File: src/rtl/product_bcd_converter_pkg.sv
// Shared types and constants for the binary-to-BCD converter.
package product_bcd_pkg;

  // Converter control states.
  typedef enum logic [1:0] {
    IDLE  = 2'd0,
    SHIFT = 2'd1,
    DONE  = 2'd2
  } state_e;

  // Width of one packed BCD digit.
  localparam int DIGIT_W = 4;

  // Digits at or above this value get +3 before each shift.
  localparam int ADD3_THRESH = 5;

  // Width of the bit counter that sequences BIN_WIDTH shift steps.
  function automatic int count_width(input int bw);
    return (bw > 1) ? $clog2(bw) : 1;
  endfunction

endpackage

File: src/rtl/product_bcd_converter_if.sv
// Request/result bundle between the product source and the BCD converter.
//
// Handshake: the master raises start with bin_in valid; the slave accepts
// it only while busy is low (IDLE). busy stays high for the whole
// conversion, and done pulses for one cycle when bcd_out/blank hold the new
// result. start seen while busy is high is dropped, not queued.
interface product_bcd_converter_if #(
  parameter int BIN_WIDTH = 16,
  parameter int DIGITS    = 5
);
  logic                   start;
  logic [BIN_WIDTH-1:0]   bin_in;
  logic                   busy;
  logic                   done;
  logic [4*DIGITS-1:0]    bcd_out;
  logic [DIGITS-1:0]      blank;

  modport master (
    output start, bin_in,
    input  busy, done, bcd_out, blank
  );

  modport slave (
    input  start, bin_in,
    output busy, done, bcd_out, blank
  );
endinterface

File: src/rtl/product_bcd_converter_adjust.sv
// Double-dabble digit correction: add 3 to a BCD digit that is 5 or more.
module bcd_digit_adjust
  import product_bcd_pkg::*;
(
  input  logic [DIGIT_W-1:0] din,
  output logic [DIGIT_W-1:0] dout
);

  // Pre-shift correction so the doubled digit carries correctly into the next.
  always_comb begin
    dout = din;
    if (din >= DIGIT_W'(ADD3_THRESH)) dout = din + DIGIT_W'(3);
  end

endmodule

File: src/rtl/product_bcd_converter.sv
// Sequential double-dabble converter: one input bit per clock, result plus
// a leading-zero blanking mask for the 7-segment driver.
module product_bcd_converter
  import product_bcd_pkg::*;
#(
  parameter int BIN_WIDTH = 16,
  parameter int DIGITS    = 5
) (
  input  logic                  clk,
  input  logic                  reset,
  product_bcd_converter_if.slave bus,
  output state_e                state_dbg
);

  localparam int CW = count_width(BIN_WIDTH);
  localparam int SW = DIGIT_W * DIGITS;
  localparam logic [DIGITS-1:0] BLANK_RST = {{(DIGITS-1){1'b1}}, 1'b0};

  state_e                state;
  logic [BIN_WIDTH-1:0]  bin_reg;
  logic [SW-1:0]         scratch;
  logic [SW-1:0]         scratch_adj;
  logic [SW-1:0]         scratch_next;
  logic [CW-1:0]         count;
  logic [DIGITS-1:0]     blank_next;
  logic [SW-1:0]         bcd_q;
  logic [DIGITS-1:0]     blank_q;
  logic                  done_q;

  // One add-3 corrector per digit of the scratch register.
  for (genvar g = 0; g < DIGITS; g++) begin : g_adj
    bcd_digit_adjust u_adj (
      .din  (scratch[DIGIT_W*g +: DIGIT_W]),
      .dout (scratch_adj[DIGIT_W*g +: DIGIT_W])
    );
  end

  // Adjusted scratch shifted left with the next binary MSB entering bit 0.
  always_comb begin
    scratch_next = SW'({scratch_adj, bin_reg[BIN_WIDTH-1]});
  end

  // Leading-zero mask of the value about to be published; units never blank.
  always_comb begin
    logic seen;
    seen       = 1'b0;
    blank_next = '0;
    for (int i = DIGITS - 1; i >= 1; i--) begin
      if (scratch_next[DIGIT_W*i +: DIGIT_W] != '0) seen = 1'b1;
      blank_next[i] = ~seen;
    end
  end

  // Control FSM, shift datapath and registered result outputs.
  always_ff @(posedge clk or negedge reset) begin
    if (!reset) begin
      state   <= IDLE;
      bin_reg <= '0;
      scratch <= '0;
      count   <= '0;
      bcd_q   <= '0;
      blank_q <= BLANK_RST;
      done_q  <= 1'b0;
    end else begin
      done_q <= 1'b0;
      unique case (state)
        IDLE: begin
          if (bus.start) begin
            bin_reg <= bus.bin_in;
            scratch <= '0;
            count   <= '0;
            state   <= SHIFT;
          end
        end
        SHIFT: begin
          scratch <= scratch_next;
          bin_reg <= bin_reg << 1;
          count   <= count + CW'(1);
          if (count == CW'(BIN_WIDTH - 1)) begin
            bcd_q   <= scratch_next;
            blank_q <= blank_next;
            done_q  <= 1'b1;
            state   <= DONE;
          end
        end
        DONE:    state <= IDLE;
        default: state <= IDLE;
      endcase
    end
  end

  // busy is a pure decode of state so it drops the same edge DONE is left.
  always_comb begin
    bus.busy    = (state != IDLE);
    bus.done    = done_q;
    bus.bcd_out = bcd_q;
    bus.blank   = blank_q;
    state_dbg   = state;
  end

endmodule

File: src/flat_wrapper.sv
// flat-port wrapper written by rule: the top's interface ports become plain ports
module product_bcd_converter_flat import product_bcd_pkg::*;
#(
  parameter int BIN_WIDTH = 16,
  parameter int DIGITS    = 5
)
  (clk, reset, state_dbg, bus_start, bus_bin_in, bus_busy, bus_done, bus_bcd_out, bus_blank);
  product_bcd_converter_if #(.BIN_WIDTH(BIN_WIDTH), .DIGITS(DIGITS)) bus_i ();
  input  logic clk;
  input  logic reset;
  output state_e state_dbg;
  input wire logic [$bits(bus_i.start)-1:0] bus_start;
  input wire logic [$bits(bus_i.bin_in)-1:0] bus_bin_in;
  output wire logic [$bits(bus_i.busy)-1:0] bus_busy;
  output wire logic [$bits(bus_i.done)-1:0] bus_done;
  output wire logic [$bits(bus_i.bcd_out)-1:0] bus_bcd_out;
  output wire logic [$bits(bus_i.blank)-1:0] bus_blank;
  assign bus_i.start = bus_start;
  assign bus_i.bin_in = bus_bin_in;
  assign bus_busy = bus_i.busy;
  assign bus_done = bus_i.done;
  assign bus_bcd_out = bus_i.bcd_out;
  assign bus_blank = bus_i.blank;
  product_bcd_converter #(.BIN_WIDTH(BIN_WIDTH), .DIGITS(DIGITS)) u_core (.clk(clk), .reset(reset), .bus(bus_i), .state_dbg(state_dbg));
endmodule
File: config.mk
export PLATFORM = sky130hd
export DESIGN_NAME = product_bcd_converter_flat
export DESIGN_NICKNAME = d
export VERILOG_FILES = /design/src/rtl/product_bcd_converter_pkg.sv /design/src/rtl/product_bcd_converter_if.sv /design/src/rtl/product_bcd_converter_adjust.sv /design/src/rtl/product_bcd_converter.sv /design/src/flat_wrapper.sv
export SDC_FILE = /design/constraint.sdc
export NUM_CORES = 1
export LEC_CHECK = 0
export CORE_MARGIN = 4
export CORE_UTILIZATION = 35
export DETAILED_ROUTE_END_ITERATION = 12
export PLACE_DENSITY = 0.59
export SYNTH_ARGS = -nofsm -noshare
export SYNTH_HDL_FRONTEND = slang
export SYNTH_SLANG_ARGS = --single-unit
File: constraint.sdc
create_clock -name clk -period 3.3 [get_ports clk]
set_input_delay 0.33 -clock clk [delete_from_list [all_inputs] [get_ports clk]]
set_output_delay 0.33 -clock clk [all_outputs]
set_load 0.1 [all_outputs]
==> impl_metrics.yaml <==
yosys:
  synth_compound_area_share_pct: 20.60
  syn_area_um2: 3309
  yosysSeqAreaShare_pct: 50.81
  async_reset_ff_share_pct: 100.0
  synth_area_leader_cell: "dfrtp_1"
  synth-xor-area-share_pct: 1.323
  synth_mux_area_share_pct: 1.966
  synthTopCellsByArea: "dfrtp_1 (48%), o21ai_0 (8.8%), nand2_1 (6.6%), ha_1 (4.2%), a21oi_1 (4.1%)"
  synth_nets: 381
  synth_top_family_by_area: "compound AO/OA/AOI/OAI gates"
  netlist_instances: 351
  synth-edff-count: 0
  synthSimpleGateAreaFrac_pct: 16.94
  synth_seq_cells: 67
  yosysUniqueCellTypes: 41
  ys.flop_type: "dfrtp_1"
  yosys.area.top_type_share_pct: 47.64
  avgSynthCellArea_um2: 9.429
  synthAdderAreaFrac_pct: 4.159
  synth_warnings: 0
timing:
  finalSetupViolCount: 0
  fmax_ghz: 0.4315
  drv_slew: 0
  period_needed_ns: 2.317
  hold_viol_final: 0
  relSlewSlack_pct: 33.94
  skew_ns: 0.006077
  period_share_pct: 70.22
  tns_ns: 0
  rsz0062_at_grt: "false"
  worst_pin_slew_ns: 0.9878
worst_setup_path:
  critPathBufInv: 1
  path_cells: "clkdlybuf4s50_1"
  startpoint_type: "register"
  r2r_slack_ns: 1.07
  r2r_start: "u_core.state_dbg[0]"
  r2r-end: "u_core.bus.blank[1]"
  arrival_ns: 1.99
  critical-path-top-delay-family: "buffers and inverters"
  cpPeakStageDelay_ns: 1.13
  path_max_fanout: 2
  critPathKind: "register to output port"
  slowest_stage: "clkdlybuf4s50_1"
  critPathRequiredTime_ns: 2.97
  worstRegToRegCells: 6
  crit_path_end_kind: "output port"
floorplanning:
  die_x_um: 105.2
  initial_core_util_pct: 35.82
  core_area_um2: 9240
  rows: 35
  dieHeight_um: 105.2
  fp.dieArea_um2: 11080
  num_io_pins: 48
clocking:
  cts.clk_slew.worst_paths_ns: 0.07
  clockBufferDepth: 2
  cts_sinks: 67
  ctsResizeCount: 0
  htreeDepth: 3
  cts_hold_buf: 0
  cts-root-buf: "clkbuf_8"
  cts_tree: "yes"
  postCtsSetupBuffers: 0
  cts_buffers: 9
  clock_latency_ns: 0.33
drt:
  wl_per_cell_um: 13.53
  vias: 2582
  finalWirelength_um: 7130
  ant_nets: 0
  drc_errors: 0
  first_iter_violations: 77
  viasPerCell: 4.899
  first_pass_iters: 6
flow_run:
  maxCapViolations: 0
placed_design:
  gp_congestion: 0.7962
  dpl-instance-area_um2: 3874
  dp_hpwl_um: 4865
  placed_cells: 512
  port_buffers: 46
global_route:
  grt_max_degree: 41
  grtUsageTotal_pct: 13.56
  overflow: 0
  antenna_found_initial: 0
  grt_pass1_vias: 2623
  grt_first_pass_wirelength_um: 12340
layout:
  finalCoreUtilization_pct: 44.02
  final_cells: 527
  fin_area_um2: 4068
  n_antenna_cell: 0
  finalNetCount: 424
  drive_above_1_share_pct: 9.296
  synthToLayoutAreaGrowth_pct: 22.91
run_status:
  status: "completed"
worst_hold_path:
  holdCritPathClass: "input pin to asynchronous set/reset pin"
per-stage QoR:
step / hold slack, ns / setup WS [ns]
6_report: 0.01756 / 0.9827
3_3_place_gp: 0.3851 / 1.144
3_5_place_dp: 0.3941 / 1.076
2_1_floorplan: 0.03441 / 0.9435
4_1_cts: 0.03060 / 0.9569
5_1_grt: 0.05221 / 0.8461
metal layers:
metal	track usage (%)	wire, µm
met1	17.64	3451
met2	22.18	3298
met3	3.429	328
met4	4.217	51
met5	0	0
cells by family (layout without fill, tap and decap cells):
| group | count (synthesis) | count (layout) |
|---|---|---|
| AO/OA/AOI/OAI | 117 | 117 |
| AND/OR/NAND/NOR | 112 | 112 |
| flip-flops | 67 | 67 |
| buffers and inverters | 32 | 79 |
| adder cells (fa/ha/maj) | 11 | 11 |
| multiplexers | 6 | 6 |
| XOR/XNOR | 5 | 5 |
| other | 1 | 1 |
synth_stat cells (all sizes together) (5+ instances only):
| cell | n |
|---|---|
| o21ai | 58 |
| dfrtp | 63 |
| nand2 | 58 |
| nand2b | 6 |
| nor3b | 7 |
| clkbuf | 15 |
| inv | 12 |
| a21oi | 27 |
| nor2b | 18 |
| a22o | 7 |
| a22oi | 15 |
| buf | 5 |
| ha | 11 |
| nor3 | 6 |
| xnor2 | 5 |
| nor2 | 5 |
placed cells by master (no fill, tap or decap), types with 2 or more instances in the layout:
master / instances
a21o_1: 2
dfrtp_1: 63
a22o_1: 7
inv_1: 11
clkdlybuf4s50_1: 42
nor2b_1: 18
mux2_2: 4
clkbuf_1: 2
nand4_1: 2
nor2_1: 5
nand2b_1: 5
a31oi_1: 2
o21ai_0: 58
mux2i_1: 2
a22oi_1: 15
nor3b_1: 7
nand2_1: 58
nand3_1: 2
xnor2_1: 5
or3b_2: 2
clkbuf_8: 11
nor3_1: 6
buf_4: 9
ha_1: 11
a21oi_1: 27
dfstp_2: 4
how the worst max path moves through the flow:
stage,start,endpoint,cells past startpoint
3_3_place_gp,u_core.state_dbg[0],u_core.bus.blank[1],6
2_1_floorplan,u_core.state_dbg[1],bus_busy,3
5_1_grt,u_core.state_dbg[0],u_core.bus.blank[1],6
4_1_cts,u_core.bus.blank[1],bus_blank[1],1
6_report,u_core.bus.blank[1],bus_blank[1],1
3_5_place_dp,u_core.state_dbg[0],u_core.bus.blank[1],6
layout make-up:
| class | instances | area, µm² |
|---|---|---|
| Clock buffer | 13 | 158.9 |
| Clock inverter | 2 | 35.03 |
| Sequential cell | 67 | 1682 |
| Fill cell | 902 | 5172 |
| Inverter | 12 | 45.04 |
| Timing Repair Buffer | 52 | 493.0 |
| Tap cell | 129 | 161.4 |
| Multi-Input combinational cell | 252 | 1493 |
Power is left out: the tool's default activity adds up to more than one toggle a clock period on the data nets, which glitch-free logic cannot reach.
